File: config.mk
export PLATFORM = sky130hd
export DESIGN_NAME = snoop_bus_arbiter
export DESIGN_NICKNAME = d
export VERILOG_FILES = /design/src/rtl/snoop_bus_arbiter.sv
export SDC_FILE = /design/constraint.sdc
export NUM_CORES = 1
export LEC_CHECK = 0
export CAP_MARGIN = 40
export CORE_MARGIN = 4
export CORE_UTILIZATION = 25
export CTS_BUF_LIST = sky130_fd_sc_hd__clkbuf_4 sky130_fd_sc_hd__clkbuf_8
export CTS_CLUSTER_SIZE = 12
export DETAILED_ROUTE_END_ITERATION = 8
export MAX_ROUTING_LAYER = met4
export PLACE_DENSITY = 0.63
export SETUP_SLACK_MARGIN = 0.05
export SKIP_LAST_GASP = 1
export SYNTH_ARGS = -nofsm -noshare
export SYNTH_HDL_FRONTEND = slang
export SYNTH_SLANG_ARGS = --single-unit
File: constraint.sdc
create_clock -name i_clk -period 4.2 [get_ports i_clk]
set_input_delay 0.84 -clock i_clk [delete_from_list [all_inputs] [get_ports i_clk]]
set_output_delay 0.84 -clock i_clk [all_outputs]
set_load 0.05 [all_outputs]
File: src/rtl/snoop_bus_arbiter.sv
// Snooping-bus interconnect: round-robin arbitration of cache requests, snoop broadcast,
// shared-response OR-reduction, one memory handshake and a response back to the requester.
module snoop_bus_arbiter #(
  parameter int unsigned NUM_CORES = 4,
  parameter int unsigned ADDR_W    = 32,
  parameter int unsigned DATA_W    = 32,
  localparam int unsigned ID_W     = $clog2(NUM_CORES)
) (
  input  logic                        i_clk,
  input  logic                        i_rst,
  input  logic [NUM_CORES-1:0]        i_req,
  input  logic [2*NUM_CORES-1:0]      i_req_cmd,
  input  logic [ADDR_W*NUM_CORES-1:0] i_req_addr,
  input  logic [DATA_W*NUM_CORES-1:0] i_req_wdata,
  output logic [NUM_CORES-1:0]        o_gnt,
  output logic                        o_bus_valid,
  output logic [1:0]                  o_bus_cmd,
  output logic [ADDR_W-1:0]           o_bus_addr,
  output logic [ID_W-1:0]             o_bus_src,
  input  logic [NUM_CORES-1:0]        i_snoop_shared,
  output logic                        o_mem_req,
  output logic                        o_mem_we,
  output logic [ADDR_W-1:0]           o_mem_addr,
  output logic [DATA_W-1:0]           o_mem_wdata,
  input  logic                        i_mem_ack,
  input  logic [DATA_W-1:0]           i_mem_rdata,
  output logic                        o_resp_valid,
  output logic [ID_W-1:0]             o_resp_id,
  output logic [DATA_W-1:0]           o_resp_data,
  output logic                        o_resp_shared
);

  localparam logic [1:0] CmdNone = 2'b00;
  localparam logic [1:0] CmdRdMs = 2'b01;
  localparam logic [1:0] CmdWrBk = 2'b11;

  typedef enum logic [2:0] {StIdle, StBcast, StSnoop, StMem, StResp} state_e;

  state_e              r_state;
  logic [ID_W-1:0]     r_last;
  logic [ID_W-1:0]     r_id;
  logic [1:0]          r_cmd;
  logic [ADDR_W-1:0]   r_addr;
  logic [DATA_W-1:0]   r_wdata;
  logic                r_shared;

  logic [NUM_CORES-1:0] w_elig;
  logic                 w_found_hi;
  logic                 w_found_lo;
  logic [ID_W-1:0]      w_win_hi;
  logic [ID_W-1:0]      w_win_lo;
  logic [ID_W-1:0]      w_winner;
  logic                 w_any;
  logic [1:0]           w_cmd;
  logic [ADDR_W-1:0]    w_addr;
  logic [DATA_W-1:0]    w_wdata;
  logic [NUM_CORES-1:0] w_others;

  always_comb begin
    for (int i = 0; i < int'(NUM_CORES); i++) begin
      w_elig[i] = i_req[i] && (i_req_cmd[2*i +: 2] != CmdNone);
    end
  end

  // Round-robin: lowest eligible index above r_last wins, else lowest eligible at or below it.
  always_comb begin
    w_found_hi = 1'b0;
    w_found_lo = 1'b0;
    w_win_hi   = '0;
    w_win_lo   = '0;
    for (int i = int'(NUM_CORES) - 1; i >= 0; i--) begin
      if (w_elig[i]) begin
        if (i > int'(r_last)) begin
          w_found_hi = 1'b1;
          w_win_hi   = ID_W'(i);
        end else begin
          w_found_lo = 1'b1;
          w_win_lo   = ID_W'(i);
        end
      end
    end
    w_winner = w_found_hi ? w_win_hi : w_win_lo;
    w_any    = w_found_hi || w_found_lo;
  end

  always_comb begin
    w_cmd   = '0;
    w_addr  = '0;
    w_wdata = '0;
    for (int i = 0; i < int'(NUM_CORES); i++) begin
      if (w_winner == ID_W'(i)) begin
        w_cmd   = i_req_cmd[2*i +: 2];
        w_addr  = i_req_addr[ADDR_W*i +: ADDR_W];
        w_wdata = i_req_wdata[DATA_W*i +: DATA_W];
      end
    end
  end

  // The requester's own snoop response never counts as another sharer.
  assign w_others = i_snoop_shared & ~(NUM_CORES'(1) << r_id);

  always_ff @(posedge i_clk) begin
    if (i_rst) begin
      r_state       <= StIdle;
      r_last        <= ID_W'(NUM_CORES - 1);
      r_id          <= '0;
      r_cmd         <= '0;
      r_addr        <= '0;
      r_wdata       <= '0;
      r_shared      <= 1'b0;
      o_gnt         <= '0;
      o_bus_valid   <= 1'b0;
      o_bus_cmd     <= '0;
      o_bus_addr    <= '0;
      o_bus_src     <= '0;
      o_mem_req     <= 1'b0;
      o_mem_we      <= 1'b0;
      o_mem_addr    <= '0;
      o_mem_wdata   <= '0;
      o_resp_valid  <= 1'b0;
      o_resp_id     <= '0;
      o_resp_data   <= '0;
      o_resp_shared <= 1'b0;
    end else begin
      o_gnt        <= '0;
      o_resp_valid <= 1'b0;
      unique case (r_state)
        StIdle: begin
          if (w_any) begin
            r_id        <= w_winner;
            r_last      <= w_winner;
            r_cmd       <= w_cmd;
            r_addr      <= w_addr;
            r_wdata     <= w_wdata;
            o_gnt       <= NUM_CORES'(1) << w_winner;
            o_bus_valid <= 1'b1;
            o_bus_cmd   <= w_cmd;
            o_bus_addr  <= w_addr;
            o_bus_src   <= w_winner;
            r_state     <= StBcast;
          end
        end
        StBcast: begin
          r_state <= StSnoop;
        end
        StSnoop: begin
          r_shared    <= |w_others;
          o_bus_valid <= 1'b0;
          o_mem_req   <= 1'b1;
          o_mem_we    <= (r_cmd == CmdWrBk);
          o_mem_addr  <= r_addr;
          o_mem_wdata <= (r_cmd == CmdWrBk) ? r_wdata : '0;
          r_state     <= StMem;
        end
        StMem: begin
          if (i_mem_ack) begin
            o_mem_req     <= 1'b0;
            o_mem_we      <= 1'b0;
            o_mem_addr    <= '0;
            o_mem_wdata   <= '0;
            o_resp_valid  <= 1'b1;
            o_resp_id     <= r_id;
            o_resp_data   <= (r_cmd == CmdWrBk) ? r_wdata : i_mem_rdata;
            o_resp_shared <= (r_cmd == CmdRdMs) && r_shared;
            r_state       <= StResp;
          end
        end
        StResp: begin
          r_state <= StIdle;
        end
        default: begin
          r_state <= StIdle;
        end
      endcase
    end
  end

endmodule

== Yosys cells after proc, flatten, opt, wreduce, memory -nomap -nowiden ==
Cells that the tools add are included.

* Bitwise operators: 5
* Reduce and logical (&&, ||, !) cells: 22
* Shift operators: 2
* Equality and inequality tests: 10
* Mux-type cells: 53
* $lt $le $gt $ge: 3

{| class="wikitable"
|+ Operators by type and width
! operator !! number
|-
| $mux 32 || 11
|-
| $pmux 32 s2 || 2
|-
| $mux 2 || 18
|-
| $mux 1 || 16
|-
| $pmux 3 s4 || 1
|-
| $reduce_bool 2->1 || 6
|-
| $reduce_and 2->1 || 5
|-
| $shl 1x2->4 const A || 2
|-
| $eq 2x2->1 const B || 3
|-
| $eq 3x2->1 const B || 2
|-
| $mux 3 || 2
|-
| $pmux 1 s2 || 3
|-
| $logic_and 1x1->1 || 5
|-
| $and 4x4->4 || 1
|-
| $eq 2x1->1 const B || 2
|-
| $gt 2x2->1 const A || 2
|-
| $ne 2x2->1 const B || 2
|-
| $not 4->4 || 1
|-
| $reduce_or 4->1 || 1
|-
| $eq 3x1->1 const B || 1
|-
| $logic_not 3->1 || 1
|-
| $not 1->1 || 3
|-
| $reduce_or 3->1 || 1
|-
| $gt 1x2->1 const A || 1
|-
| 3 further kinds || 3
|}

* Input bits: 307
* Logic and storage cells: 112
* Bits in registers: 181

== Longest topological paths before layout ==
Gate-level depths: netlist of run 1.

* Depth after elaboration: 14
* Depth in mapped cells: 9

== Worst setup path before layout of run 1 ==
OpenSTA, ideal clock, no wires.

* Path kind: input-to-reg
* From: input port i_req_cmd[1]
* To: register r_addr[10]
* Arrival: 2.232 ns
* Stages on the path: 7
* Required time: 4.062 ns
* Setup slack: 1.830 ns
* Path through: o211a_1 a21o_1 a221oi_2 buf_4 buf_6 mux2i_1 o221ai_1

* Word-level cells in the longest chain between the ends: 9

{| class="wikitable"
|+ Ends and longest elaborated chain
! item !! line !! text
|-
| start, declared || 12 || <nowiki>input logic [2*NUM_CORES-1:0] i_req_cmd,</nowiki>
|-
| $reduce_bool 2->1 (*) || 61 || <nowiki>w_elig[i] = i_req[i] && (i_req_cmd[2*i +: 2] != CmdNone);</nowiki>
|-
| $logic_and 1x1->1 (*) || 61 ||
|-
| $mux 2 || 72 || <nowiki>if (w_elig[i]) begin</nowiki>
|-
| $mux 2 || 82 || <nowiki>w_winner = w_found_hi ? w_win_hi : w_win_lo;</nowiki>
|-
| $logic_not 2->1 || 91 || <nowiki>if (w_winner == ID_W'(i)) begin</nowiki>
|-
| $mux 32 (4 in a row) || 91 ||
|-
| end signal, assigned || 133 || <nowiki>r_addr <= w_addr;</nowiki>
|-
| end, declared || 43 || <nowiki>logic [ADDR_W-1:0] r_addr;</nowiki>
|}

Every way passes the cells marked *; elsewhere a longest branch is shown, timed or not.
A chain may end at the register's enable or synchronous reset.

== Worst setup path in the final report of run 1 ==
* From: input port i_req_cmd[5]
* To: register r_wdata[21]

* Word-level cells in the longest chain between the ends: 12

{| class="wikitable"
|+ Ends and longest elaborated chain
! item !! line !! text
|-
| $reduce_bool 2->1 (*) || 61 ||
|-
| $logic_and 1x1->1 (*) || 61 ||
|-
| $mux 2 || 72 ||
|-
| $mux 2 || 73 || <nowiki>if (i > int'(r_last)) begin</nowiki>
|-
| $mux 2 (2 in a row) || 72 ||
|-
| $mux 2 || 82 ||
|-
| $logic_not 2->1 || 91 ||
|-
| $mux 32 (4 in a row) || 91 ||
|-
| end signal, assigned || 134 || <nowiki>r_wdata <= w_wdata;</nowiki>
|-
| end, declared || 44 || <nowiki>logic [DATA_W-1:0] r_wdata;</nowiki>
|}

Marks and branches as above.

==> results.cfg, run 1 <==
[clock_tree]
cts_hold_buf = 0
cts_buffers = 17
post_cts_buffers = 0
cts.sinks = 181
max-clock-path-buffers = 2
clock_latency_ps = 450
h-tree-depth = 4
clk_pin_slew_worst_paths_ps = 80
cts_tree = done
post_cts_resized = 0
cts_root_buffer = clkbuf_8

[timing]
setup_tns_ps = 0
slew_viol_final = 0
layout_min_cycle_time_ps = 2934
hold_viol = 0
fmax_mhz = 340.8
slew_headroom_pct = 50.47
rsz0062_at_grt = false
setup_slack_ps = 1266
fin_hold_ws_ps = 455.7
finalClockSkew_ps = 23.47
setup_viol = 0
fin_crit_sh_pct = 69.86
worstMarginPinSlew_ps = 742.9

[die]
die-area_um2 = 35180
start_util_pct = 25.41
rows = 65
die_h_um = 187.6
core_um2 = 31720
io-pin-count = 450
dieWidth_um = 187.6

[global_routing]
antenna_found_initial = 0
grt_overflow = 0
grt_usage_pct = 18.79
grt_first_pass_wirelength_um = 51000
grt_max_degree = 68
grt_pass1_vias = 8698

[detailed_routing]
route.detailed.drc = 0
wl_per_cell_um = 19.81
drtIter0Drc = 329
routed_wl_um = 33680
via_per_inst = 4.963
dr.pass1.iters = 5
vias = 8437
ant_nets = 0

[yosys]
synth_edf_count = 0
avgSynthCellArea_um2 = 9.191
yosysMostFrequentCell = dfxtp_1
synth.area.top_cells = dfxtp_1, mux2i_1, o221ai_1
ys.warnings.count = 0
syn_inst = 877
ys_ff_latch = 181
yosys.area.top_type_share_pct = 44.95
async_reset_ff_share_pct = 0
synth_area_um2 = 8060
synth_nets = 1184
synth_flop_cell = dfxtp_1
yosysTopAreaCell = dfxtp_1
synth_cell_types = 41
yosys-top-cells-count = dfxtp_1, mux2i_1, nor2_1
seq_area_frac_synth_pct = 44.95

[power_and_ir_drop]
p_per_area_nw_per_um2 = 377.0
p_leak_nw = 4.879
peakVddDrop_uv = 219.4

[layout]
layout-drive-gt1-share_pct = 5.316
fillCellCount = 3102
nets = 1593
antennaDiodeCount = 0
finish.utilization_pct = 42.06
area_delta_synth_final_pct = 65.52

[placed_design]
dp_hpwl_um = 24920
pre_cts_ws_ps = 786.6
gp_congestion = 0.8575
portBuffers = 449

[setup_path]
arrival_ps = 3240
slowest_delay_ps = 740
crit_chain = clkdlybuf4s50_1 > o21ai_0 > a221o_4 > buf_4 > mux2i_1 > o221ai_1
crit_path_end_kind = flip-flop
reg2reg_depth = 6
worstPathRequired_ps = 4510
worstSetupPathType = in2reg
cp-start-kind = primary input
crit_fanout = 31
critical_path.slowest_cell = a221o_4

[worst_hold_path]
hold_path_depth = 2
holdCritPathClass = reg2reg

[run_status]
outcome = finished, final reports clean

[run]
drv_cap = 0
==> cell type report <==
cell class	count	area, um^2	area share (%)
Sequential cell	181	3626	27.18
Timing Repair Buffer	472	4715	35.34
Multi-Input combinational cell	611	4111	30.82
Tap cell	402	503.0	3.770
Clock inverter	10	98.84	0.7409
Clock buffer	21	276.5	2.073
Inverter	3	11.26	0.08440
==> layer usage <==
metal	vias to the layer above	track usage, %	wire, um
met5	-	-	0
met4	0	7.143	1268
met3	56	4.523	2438
met2	381	32.00	16400
met1	3938	21.43	13570
li1	4062	-	-
==> critical path: cells and delay by family <==
kind,cells,cell delay (ps)
mux,1,230
buf+inv,2,840
compound gates,3,1310
==> kinds of logic after synthesis <==
family | after synthesis | synth area share (%)
flops | 181 | 44.96
simple gates | 279 | 14.02
compound gates | 202 | 20.15
buf+inv | 85 | 4.734
mux | 130 | 16.14
==> registers in the layout (all words and copies together) (netlist names), 3 cells and up <==
register / count
r_wdata: 32
o_resp_data: 32
o_mem_wdata: 32
o_mem_addr: 32
r_addr: 32
r_state: 3
o_gnt: 4
==> report_power, final <==
group          leakage (nW)  internal, mW  switching, mW  total (mW)
clock                 0.190         0.518          0.657        1.17
combinational          3.21         0.762           1.04        1.80
sequential             1.48          1.90          0.160        2.06
==> through the flow <==
stage / power (mW) / std cells / instance area [um^2]
6_report: 5.029 / 1700 / 13340
5_1_grt: 5.283 / 1700 / 13340
4_1_cts: 5.091 / 1700 / 13340
3_5_place_dp: 3.903 / 1669 / 12970
3_3_place_gp: 3.891 / 1667 / 12930
2_1_floorplan: 3.103 / 877 / 8060
==> final timing paths <==
kind	startpoint	endpoint	slack (ps)
worst min-delay path	o_resp_id[1]$_SDFFE_PP0P_	o_resp_id[1]$_SDFFE_PP0P_	460
worst max register to register	r_last[1]$_SDFFE_PP1N_	r_cmd[0]$_SDFFE_PP0N_	1800
worst min register to register	o_resp_id[1]$_SDFFE_PP0P_	o_resp_id[1]$_SDFFE_PP0P_	460
worst max-delay path	i_req_cmd[5]	r_wdata[21]$_SDFFE_PP0N_	1270
==> layout by cell type (no fill, tap or decap), drive strengths merged, types with 24 or more instances in the layout <==
cell           instances
dfxtp                181
clkdlybuf4s50        448
nand3                 33
a22oi                 64
nor2                 116
mux2i                130
nand2                114
o221ai                64
buf                   24
a311oi                32
Power figures use the tool's default switching activity.
==> run 2, diff against run 1 <==
--- a/config.mk
+++ b/config.mk
@@ -12,7 +12,7 @@
 export CTS_CLUSTER_SIZE = 12
 export DETAILED_ROUTE_END_ITERATION = 8
 export MAX_ROUTING_LAYER = met4
-export PLACE_DENSITY = 0.63
+export PLACE_DENSITY = 0.65
 export SETUP_SLACK_MARGIN = 0.05
 export SKIP_LAST_GASP = 1
 export SYNTH_ARGS = -nofsm -noshare
==> constraint.sdc (replaced) <==
create_clock -name i_clk -period 2.55 [get_ports i_clk]
set_input_delay 0.51 -clock i_clk [delete_from_list [all_inputs] [get_ports i_clk]]
set_output_delay 0.51 -clock i_clk [all_outputs]
set_load 0.05 [all_outputs]
==> results.cfg, run 2 (synthesis results as in run 1) <==
[run_status]
outcome = finished, final reports clean

[die]
rows = 65
die-area_um2 = 35180
die_h_um = 187.6
dieWidth_um = 187.6
io-pin-count = 450
core_um2 = 31720
start_util_pct = 25.41

[run]
drv_cap = 0

[setup_path]
crit_fanout = 5
worstSetupPathType = reg2out
worstPathRequired_ps = 2040
critPathTopFamily = buffers and inverters
cp_num_buf_inv = 1
crit_chain = clkdlybuf4s50_1
timing.rr.start = r_last[1]$_SDFFE_PP1N_
arrival_ps = 1830
crit_path_end_kind = primary output
slowest_delay_ps = 900
cp-start-kind = flip-flop
critical_path.slowest_cell = clkdlybuf4s50_1
startpoint = r_id[0]$_SDFFE_PP0N_

[detailed_routing]
via_per_inst = 4.988
ant_nets = 0
route.detailed.drc = 0
wl_per_cell_um = 20.17
vias = 8594
routed_wl_um = 34750
dr.pass1.iters = 4
drtIter0Drc = 362

[layout]
area_delta_synth_final_pct = 69.19
layout_common_cells = clkdlybuf4s50_1, dfxtp_1, mux2i_1
layout-drive-gt1-share_pct = 7.045
stdcell_area_um2 = 13640
final_cells = 1723
layout_commonest_cell = clkdlybuf4s50_1
nets = 1615

[worst_hold_path]
min_from = o_resp_id[0]$_SDFFE_PP0P_
holdCritPathClass = reg2reg

[placed_design]
place_inst = 1691
pre_cts_ws_ps = -191.4
dp_hpwl_um = 25740
gp_congestion = 0.8871
portBuffers = 449
place_area_um2 = 13250

[timing]
layout_min_cycle_time_ps = 2338
hold_viol = 0
finalClockSkew_ps = 18.57
slew_headroom_pct = 58.57
setup_tns_ps = 0
rsz0062_at_grt = false
setup_slack_ps = 212.0
fin_crit_sh_pct = 91.68
fmax_mhz = 427.7
worstMarginPinSlew_ps = 619.6
setup_viol = 0
slew_viol_final = 0

[clock_tree]
cts.sinks = 181
cts_buffers = 17
cts_hold_buf = 0
clock_latency_ps = 470
cts_root_buffer = clkbuf_8
post_cts_buffers = 0
h-tree-depth = 4
clk_pin_slew_worst_paths_ps = 80
post_cts_resized = 0
cts_tree = done
max-clock-path-buffers = 2

[power_and_ir_drop]
p_per_area_nw_per_um2 = 619.6
power.total_mw = 8.450
p_leak_nw = 5.031
peakVddDrop_uv = 355.4

[global_routing]
grt_usage_pct = 19.42
grt_overflow = 0
grt_max_degree = 115
grt_pass1_vias = 8946
antenna_found_initial = 1
grt_first_pass_wirelength_um = 52190
==> run 2: area by class of cell <==
class | instances | area [um^2]
Antenna cell | 1 | 2.502
Clock buffer | 21 | 282.8
Clock inverter | 10 | 100.1
Fill cell | 3089 | 18080
Inverter | 3 | 11.26
Multi-Input combinational cell | 611 | 4111
Sequential cell | 181 | 3626
Tap cell | 402 | 503.0
Timing Repair Buffer | 494 | 5000
==> run 2: through the flow <==
| stage | utilization, % | hold slack (ps) |
|---|---|---|
| floorplan | - | 431.9 |
| global placement | 41.78 | 441.9 |
| detailed placement | 41.78 | 449.6 |
| CTS | 42.99 | 462.1 |
| global route | 42.99 | 486.7 |
| finish | 42.99 | 457.7 |
==> run 2: routing by layer <==
layer  routed length (um)  track usage, %  vias up
li1                     -               -     4106
met1                13820           21.47     4115
met2                17920           35.00      341
met3                 2316           4.542       32
met4                  688           5.421        0
met5                    0               -        -
==> run 2: worst reg2reg max path: stages, from the launching register on <==
cell      delay (ps)
dfxtp_1          530
o211a_1          230
o22ai_1           90
a221o_4          470
buf_4            260
mux2i_1          280
o221ai_1         130
==> run 2: final timing paths <==
kind,to,slack [ps],cells past startpoint
setup / recovery,o_bus_src[0],210,1
hold / removal,o_resp_id[0]$_SDFFE_PP0P_,460,2
setup reg to reg,r_wdata[19]$_SDFFE_PP0N_,440,6
hold reg to reg,o_resp_id[0]$_SDFFE_PP0P_,460,2
==> run 2: power by group <==
part	switching, mW	internal [mW]	total (mW)
combinational	1.75	1.36	3.11
sequential	0.278	3.12	3.40
clock	1.08	0.862	1.94
==> run 3, diff against run 2 <==
--- a/config.mk
+++ b/config.mk
@@ -9,12 +9,14 @@
 export CORE_MARGIN = 4
 export CORE_UTILIZATION = 25
 export CTS_BUF_LIST = sky130_fd_sc_hd__clkbuf_4 sky130_fd_sc_hd__clkbuf_8
+export CTS_CLUSTER_DIAMETER = 150
 export CTS_CLUSTER_SIZE = 12
 export DETAILED_ROUTE_END_ITERATION = 8
 export MAX_ROUTING_LAYER = met4
 export PLACE_DENSITY = 0.65
 export SETUP_SLACK_MARGIN = 0.05
 export SKIP_LAST_GASP = 1
+export SLEW_MARGIN = 10
 export SYNTH_ARGS = -nofsm -noshare
 export SYNTH_HDL_FRONTEND = slang
 export SYNTH_SLANG_ARGS = --single-unit
==> results of run 3 <==
Same layout as run 2: the final DEF is identical, and so are final timing and power.
